[src/rtl/mem_arbiter_pkg.sv]
// Shared types for the unified-memory arbiter.
package mem_arbiter_pkg;

    typedef enum logic [1:0] {
        StIdle,
        StBusyI,
        StBusyD
    } arb_state_t;

    typedef enum logic {
        PortI,
        PortD
    } arb_port_t;

    // Fetches are always full-word accesses.
    localparam logic [1:0] SizeWord = 2'b10;

    // Access fields captured at grant time and presented to memory.
    typedef struct packed {
        logic        we;
        logic [31:0] addr;
        logic [31:0] wdata;
        logic [1:0]  size;
        logic        sign;
    } mem_fields_t;

    // Pick a port among the pending ones; on a tie, the port not granted last wins.
    function automatic arb_port_t arb_pick(input logic      i_pend,
                                           input logic      d_pend,
                                           input arb_port_t last_grant);
        if (d_pend && (!i_pend || last_grant == PortI)) begin
            return PortD;
        end
        return PortI;
    endfunction

endpackage

[src/rtl/mem_arbiter.sv]
// Arbitrates a single-port unified memory between instruction fetch and data
// access requesters, with one access outstanding at a time and round-robin ties.
module mem_arbiter
    import mem_arbiter_pkg::*;
(
    input  logic        clk,
    input  logic        rst_i,

    input  logic [31:0] imem_addr_i,
    input  logic        imem_rd_en_i,
    output logic [31:0] imem_data_o,
    output logic        imem_stall_o,

    input  logic [31:0] dmem_addr_i,
    input  logic [31:0] dmem_data_i,
    input  logic        dmem_rd_en_i,
    input  logic        dmem_wr_en_i,
    input  logic [1:0]  dmem_size_i,
    input  logic        dmem_sign_i,
    output logic [31:0] dmem_data_o,
    output logic        dmem_stall_o,

    output logic        mem_req_o,
    output logic        mem_we_o,
    output logic [31:0] mem_addr_o,
    output logic [31:0] mem_wdata_o,
    output logic [1:0]  mem_size_o,
    output logic        mem_sign_o,
    input  logic        mem_ack_i,
    input  logic [31:0] mem_rdata_i
);

    arb_state_t  state_q, state_d;
    arb_port_t   last_grant_q, last_grant_d;
    mem_fields_t lat_q, lat_d;
    logic [31:0] imem_hold_q, imem_hold_d;
    logic [31:0] dmem_hold_q, dmem_hold_d;

    logic i_done, d_done, completing, arb_open;
    logic i_pend, d_pend;

    assign i_done     = (state_q == StBusyI) && mem_ack_i;
    assign d_done     = (state_q == StBusyD) && mem_ack_i;
    assign completing = i_done || d_done;
    assign arb_open   = (state_q == StIdle) || completing;

    // A port whose access completes this cycle is no longer pending, so its
    // still-asserted request is not granted a second time.
    assign i_pend = imem_rd_en_i && !i_done;
    assign d_pend = (dmem_rd_en_i || dmem_wr_en_i) && !d_done;

    // Completion bookkeeping and same-edge re-arbitration.
    always_comb begin
        state_d      = state_q;
        last_grant_d = last_grant_q;
        lat_d        = lat_q;
        imem_hold_d  = imem_hold_q;
        dmem_hold_d  = dmem_hold_q;

        if (i_done) begin
            state_d      = StIdle;
            last_grant_d = PortI;
            imem_hold_d  = mem_rdata_i;
        end else if (d_done) begin
            state_d      = StIdle;
            last_grant_d = PortD;
            if (!lat_q.we) begin
                dmem_hold_d = mem_rdata_i;
            end
        end

        if (arb_open && (i_pend || d_pend)) begin
            if (arb_pick(i_pend, d_pend, last_grant_d) == PortD) begin
                state_d     = StBusyD;
                // Simultaneous read and write enables resolve to a write.
                lat_d.we    = dmem_wr_en_i;
                lat_d.addr  = dmem_addr_i;
                lat_d.wdata = dmem_wr_en_i ? dmem_data_i : 32'h0;
                lat_d.size  = dmem_size_i;
                lat_d.sign  = dmem_sign_i;
            end else begin
                state_d     = StBusyI;
                lat_d.we    = 1'b0;
                lat_d.addr  = imem_addr_i;
                lat_d.wdata = 32'h0;
                lat_d.size  = SizeWord;
                lat_d.sign  = 1'b0;
            end
        end
    end

    // State, grant history, latched access fields and read-data hold registers.
    always_ff @(posedge clk) begin
        if (rst_i) begin
            state_q      <= StIdle;
            last_grant_q <= PortI;
            lat_q        <= '0;
            imem_hold_q  <= 32'h0;
            dmem_hold_q  <= 32'h0;
        end else begin
            state_q      <= state_d;
            last_grant_q <= last_grant_d;
            lat_q        <= lat_d;
            imem_hold_q  <= imem_hold_d;
            dmem_hold_q  <= dmem_hold_d;
        end
    end

    assign mem_req_o   = (state_q != StIdle);
    assign mem_we_o    = (state_q == StBusyD) && lat_q.we;
    assign mem_addr_o  = lat_q.addr;
    assign mem_wdata_o = lat_q.wdata;
    assign mem_size_o  = lat_q.size;
    assign mem_sign_o  = lat_q.sign;

    // Stalls drop combinationally in the completion cycle.
    assign imem_stall_o = i_pend;
    assign dmem_stall_o = d_pend;

    assign imem_data_o = i_done ? mem_rdata_i : imem_hold_q;
    assign dmem_data_o = d_done ? mem_rdata_i : dmem_hold_q;

endmodule

[config.mk]
export PLATFORM = sky130hd
export DESIGN_NAME = mem_arbiter
export DESIGN_NICKNAME = d
export VERILOG_FILES = /design/src/rtl/mem_arbiter_pkg.sv /design/src/rtl/mem_arbiter.sv
export SDC_FILE = /design/constraint.sdc
export NUM_CORES = 1
export LEC_CHECK = 0
export ABC_CLOCK_PERIOD_IN_PS = 1600
export CORE_MARGIN = 1.5
export CORE_UTILIZATION = 38
export CTS_CLUSTER_DIAMETER = 50
export DETAILED_ROUTE_END_ITERATION = 8
export GPL_ROUTABILITY_DRIVEN = 1
export PLACE_DENSITY = 0.77
export REMOVE_ABC_BUFFERS = 1
export SLEW_MARGIN = 5
export SYNTH_ARGS = -nofsm -noshare
export SYNTH_HDL_FRONTEND = slang
export SYNTH_SLANG_ARGS = --single-unit
[constraint.sdc]
create_clock -name clk -period 1.6 [get_ports clk]
set_clock_uncertainty 0.2 [all_clocks]
set_input_delay 0.16 -clock clk [delete_from_list [all_inputs] [get_ports clk]]
set_output_delay 0.16 -clock clk [all_outputs]
set_load 0.01 [all_outputs]
==> reports/metrics.cfg, run 1 <==
[status]
status=finished, violations left
failed_checks=setup timing

[yosys]
synth_top_cell_by_area=dfxtp_1
synth.top_cell.area_share=0.442
synth_xor_area_frac=0
ys.flop_type=dfxtp_1
yosysUniqueCellTypes=32
synth.area.mux_share=0.118
synth_fa_ha_area_frac=0
yosys_warnings=0
syn_inst=656
synth.area.top_cells=dfxtp_1 (44%), mux2_2 (12%), buf_4 (8.1%)
synth_edf_count=0
netlist_area_mm2=0.00612
synth-simple-area-share=0.121
synth_seq_area_share=0.442
synth_compound_gate_area_share=0.193
synthArstFlopShare=0
avgSynthCellArea_um2=9.32
ys_ff_latch=135
synth_top_family_by_area=compound AO/OA/AOI/OAI gates

[final_layout]
drive_gt1_frac=0.441
area_delta_synth_final_pct=84.4
nNetsFinal=1064
n_antenna_cell=0
fillers=1059

[drt]
viasPerCell=5.27
drtIter0Drc=250
vias=6087
drtPass1Iterations=4
wl_um=23400
routedWlPerCell_um=20.2
postRouteAntennaNets=0
drc=0

[pwr]
power_switching_mw=3.46
intPower_mw=8.50
p_leak_nw=5.29
report.power.total_mw=12.0
combPwrFrac=0.330
power_frac_seq=0.324
clockPowerShare=0.346
peakVddDrop_uv=728
power_density_mw_per_mm2=1060
switching_share=0.289

[critical_path]
startpoint_type=flip-flop
crit_path_cell_trace=nor2b_4, nand2_8, buf_16, buf_12, mux2_2, buf_6
endpoint_kind=output port
criticalPathCategory=reg2out
worstPathRequired_ns=1.24
worstPathMaxFanout=4
critPathSlowestCell=dfxtp_4
arrival_ns=1.74
critical-path-max-stage-delay_ns=0.36

[timing]
fin_crit_ns=2.10
slew_headroom=0.694
setup_slack_ns=-0.497
slew_viol_final=0
finalSetupTns_ns=-66.30
fin_crit_sh=1.31
rsz0062_at_grt=yes
tightest_slew_ns=0.458
finalHoldViolations=0
fmax_mhz=477
setup_viol=192

[grt]
grt_max_degree=33
grt_first_pass_wirelength_um=31600
antenna_found_initial=0
grt_util_all_layers=0.245
grt_pass1_vias=5880
grt.overflow.total=0

[placed_design]
port_buffers=271
hpwlAfterDp_um=12500
routabilityCongestion=0.784

[floorplan]
die_x_um=130
placement_rows=46
dieArea_mm2=0.0169
core_area_mm2=0.0158
io_pins=272
start_util=0.386
chipHeight_um=130

[clock_network]
htreeDepth=4
clk_pin_slew_ns=0.06
root_buffer=clkbuf_16
clockBufferDepth=2
cts_sinks=135
clock_latency_ns=0.41
cts_buffers=17
cts_tree=yes

[worst_hold_path]
worstHoldPathType=in2reg

[job]
drv_cap=0

worst paths after layout:
check	start	endpoint	slack, ns	depth (start not counted)
min reg2reg	dmem_hold_q[30]$_SDFFE_PP0P_	dmem_hold_q[30]$_SDFFE_PP0P_	0.25	2
min	imem_addr_i[15]	mem_addr_o[15]$_SDFFE_PP0P_	0.12	3
max	state_q[1]$_SDFFE_PP0P_	imem_data_o[26]	-0.50	6
max reg2reg	state_q[0]$_SDFFE_PP0P_	mem_wdata_o[13]$_SDFFE_PP0P_	-0.45	9
cell usage in the layout (no fill, tap or decap), types with 2 or more instances in the layout:
cell type / instances
clkdlybuf4s50_1: 135
dfxtp_1: 133
buf_6: 96
mux2_2: 50
o211ai_1: 34
dlygate4sd2_1: 34
dlymetal6s2s_1: 34
nand2_4: 33
a21oi_2: 32
and2_1: 32
a22o_1: 32
nand3_1: 32
o21ai_2: 32
a31oi_1: 32
buf_4: 29
nand2_2: 27
clkbuf_16: 24
buf_12: 22
mux2_4: 14
buf_8: 11
nand2_1: 10
buf_16: 5
inv_1: 4
a21oi_1: 4
clkbuf_8: 4
nor2_4: 3
clkinv_2: 3
bufinv_16: 3
clkinvlp_4: 3
nor2b_4: 2
and2_4: 2
nand3b_1: 2
or2_4: 2
nor2_1: 2
nand2b_1: 2
o32ai_2: 2
cell usage after synthesis (2+ instances only):
cell / instances
dfxtp_1: 135
nand2_1: 71
buf_4: 66
mux2_2: 64
a21oi_1: 35
and2_1: 34
o211ai_1: 34
nand3_1: 33
o21ai_0: 33
a22o_1: 32
a31oi_1: 32
clkbuf_1: 27
buf_2: 23
nor2_1: 6
inv_1: 5
buf_1: 3
buf_6: 3
nand2b_1: 2
nand3b_1: 2
nor2b_1: 2
o32ai_1: 2
or2_2: 2
flip-flops by register name, summed over array words and instances (netlist names), 2 cells and up:
register	count
mem_addr_o	32
dmem_hold_q	32
state_q	2
mem_wdata_o	32
mem_size_o	2
imem_hold_q	32
metal layers:
layer | part of all wire | track usage | routed length [µm]
met1 | 0.39 | 0.275 | 9040
met2 | 0.51 | 0.425 | 11900
met3 | 0.077 | 0.0861 | 1800
met4 | 0.029 | 0.0948 | 669
met5 | 0 | 0 | 0
kinds of logic after synthesis:
kind of cell           count (synthesis)
AOI/OAI and AO/OA                    175
and+or+nand+nor                      155
DFF                                  135
buffers and inverters                127
muxes                                 64
repair_timing:
item                                   CTS  global route
pin swaps                                8            93
hold buffers                             0             0
setup buffers                           35            11
setup endpoints to repair              264           232
endpoints found under the hold margin    0             0
gates cloned                            16             9
gates resized for setup                477           233
stage by stage:
step / hold slack, ns / utilization / instance area [µm²] / instances / setup WS [ns]
after floorplan: 0.0291 / - / 5360 / 534 / -1.52
after global placement: 0.238 / 0.560 / 8860 / 1071 / -0.707
after detailed placement: 0.243 / 0.560 / 8860 / 1071 / -0.697
after CTS: 0.102 / 0.667 / 10600 / 1153 / -0.540
after global routing: 0.120 / 0.712 / 11300 / 1156 / -0.546
final: 0.121 / 0.712 / 11300 / 1156 / -0.497
cell type report:
class	instances	area (µm²)	area share
clock buffer	21	480	0.0426
clock inverter	11	145	0.0129
inverter	5	18.8	0.00166
multi-input combinational	394	3360	0.298
sequential	135	2710	0.240
tap	216	270	0.0240
timing repair buffer	374	4300	0.381
power groups by stage:
stage	Combinational, mW	Sequential, mW	Clock, mW
final	3.95	3.87	4.14
after global placement	2.76	3.88	0
after detailed placement	2.79	3.88	0
after floorplan	0.991	3.97	0
after global routing	4.16	3.90	4.35
after CTS	3.63	3.83	4.19
critical path, delay by kind of cell (launching register included):
family / cells / cell delay (ns)
DFF: 1 / 0.36
buffers and inverters: 3 / 0.39
and+or+nand+nor: 2 / 0.27
muxes: 1 / 0.30
Note: power is estimated with default switching activity, not from simulation.
==> inputs of run 2 (changes only) <==
--- a/config.mk
+++ b/config.mk
@@ -13,6 +13,7 @@
 export GPL_ROUTABILITY_DRIVEN = 1
 export PLACE_DENSITY = 0.77
 export REMOVE_ABC_BUFFERS = 1
+export SKIP_LAST_GASP = 1
 export SLEW_MARGIN = 5
 export SYNTH_ARGS = -nofsm -noshare
 export SYNTH_HDL_FRONTEND = slang
==> reports/metrics.cfg, run 2 (synthesis results as in run 1) <==
[status]
status=finished, violations left
failed_checks=setup timing

[drt]
drtPass1Iterations=5
vias=5979
viasPerCell=5.21
drc=0
postRouteAntennaNets=0
drtIter0Drc=229
routedWlPerCell_um=19.5
wl_um=22300

[critical_path]
endpoint_kind=output port
crit_path_cell_trace=nor2b_4, nand2_8, buf_16, buf_12, mux2_2, buf_6
arrival_ns=1.74
critPathSlowestCell=dfxtp_4
worstPathMaxFanout=4
criticalPathCategory=reg2out
startpoint_type=flip-flop
crit_family=buffers and inverters
critical-path-max-stage-delay_ns=0.36
worstPathRequired_ns=1.24
worst-path-buf-inv=3

[floorplan]
dieArea_mm2=0.0169
core_area_mm2=0.0158
io_pins=272
chipHeight_um=130
placement_rows=46
die_x_um=130
start_util=0.386

[clock_network]
ctsHoldBuffers=0
cts_tree=yes
cts_buffers=17
clockBufferDepth=2
clock_latency_ns=0.41
root_buffer=clkbuf_16
cts_sinks=135
clk_pin_slew_ns=0.06
htreeDepth=4

[grt]
antenna_found_initial=0
grt_first_pass_wirelength_um=31600
grt_max_degree=33
grt.overflow.total=0
grt_pass1_vias=5909
grt_util_all_layers=0.245

[timing]
fin_crit_ns=2.10
slew_headroom=0.710
finalHoldViolations=0
tightest_slew_ns=0.436
slew_viol_final=0
fmax_mhz=477
fin_crit_sh=1.31
setup_viol=190
rsz0062_at_grt=yes
setup_slack_ns=-0.498

[final_layout]
n_antenna_cell=0
area_delta_synth_final_pct=80.3
drive_gt1_frac=0.401
nNetsFinal=1055
finalNonFillerCells=1147
postLayoutCellArea_mm2=0.0110
fin_util=0.697
final_cell_mix=clkdlybuf4s50_1 (135), dfxtp_1 (133), buf_6 (89)
final_common_cell=clkdlybuf4s50_1
fillers=1084

[placed_design]
post-place-ws_ns=-0.697
dp_cells=1071
placed_cell_area_mm2=0.00886
routabilityCongestion=0.784
port_buffers=271
hpwlAfterDp_um=12500

[pwr]
peakVddDrop_uv=707
power_density_mw_per_mm2=1070
p_leak_nw=5.35

[worst_hold_path]
worstHoldPathType=in2reg

[job]
drv_cap=0

-- run 2: cell types whose count changed in the layout (fill, tap and decap cells not counted), sizes merged --
cell and delta:
clkbuf -3, buf -6, dlymetal6s2s +18, dlygate4sd2 -18
-- run 2: cell type report --
cell class | instances | area, µm² | area share
inverter | 5 | 18.8 | 0.00170
tap | 216 | 270 | 0.0245
timing repair buffer | 365 | 4170 | 0.378
clock buffer | 21 | 480 | 0.0436
clock inverter | 11 | 145 | 0.0132
multi-input combinational | 394 | 3240 | 0.294
sequential | 135 | 2710 | 0.245
-- run 2: stage by stage --
stage	total power [mW]	hold WS, ns	setup TNS (ns)
finish	11.8	0.119	-64.66
global route	12.2	0.120	-76.70
CTS	11.7	0.102	-76.82
detailed placement	6.67	0.243	-105.93
global placement	6.63	0.238	-105.67
floorplan	4.96	0.0291	-166.51
-- run 2: worst register-to-register path: stages (launching register included) --
cell and delay, ns:
dfxtp_4 0.36, buf_6 0.12, buf_6 0.11, or2_4 0.26, o221ai_4 0.19, buf_12 0.15, buf_12 0.13, o211ai_1 0.15
o221a_2 0.26
-- run 2: worst paths after layout --
kind	startpoint	endpoint	cells after the start	slack [ns]
setup / recovery	state_q[1]$_SDFFE_PP0P_	imem_data_o[26]	6	-0.50
setup reg to reg	state_q[1]$_SDFFE_PP0P_	mem_size_o[1]$_SDFFE_PP0P_	8	-0.44
hold / removal	imem_addr_i[15]	mem_addr_o[15]$_SDFFE_PP0P_	3	0.12
hold reg to reg	dmem_hold_q[26]$_SDFFE_PP0P_	dmem_hold_q[26]$_SDFFE_PP0P_	2	0.25
-- run 2: routing by layer --
| metal | part of all wire | wire length [µm] | vias to the layer above | GRT usage |
|---|---|---|---|---|
| met5 | 0 | 0 | - | 0 |
| met4 | 0.025 | 560 | 0 | 0.102 |
| met3 | 0.082 | 1830 | 37 | 0.0910 |
| met2 | 0.51 | 11300 | 251 | 0.425 |
| met1 | 0.39 | 8630 | 2891 | 0.270 |
| li1 | - | - | 2800 | - |
-- run 2: power breakdown --
group          switching [mW]  leakage, nW  internal, mW  total (mW)
Combinational            1.67         3.94          2.11        3.78
Sequential              0.191         1.10          3.67        3.86
Clock                    1.51        0.301          2.62        4.13
Total                    3.37         5.35          8.40        11.8
-- run 2: repair_timing --
action / 4_1_cts / 5_1_grt
endpoints found under the setup margin: 264 / 250
gates cloned: 16 / 4
gates resized for setup: 450 / 209
buffers inserted: 35 / 8
pin swaps: 8 / 75
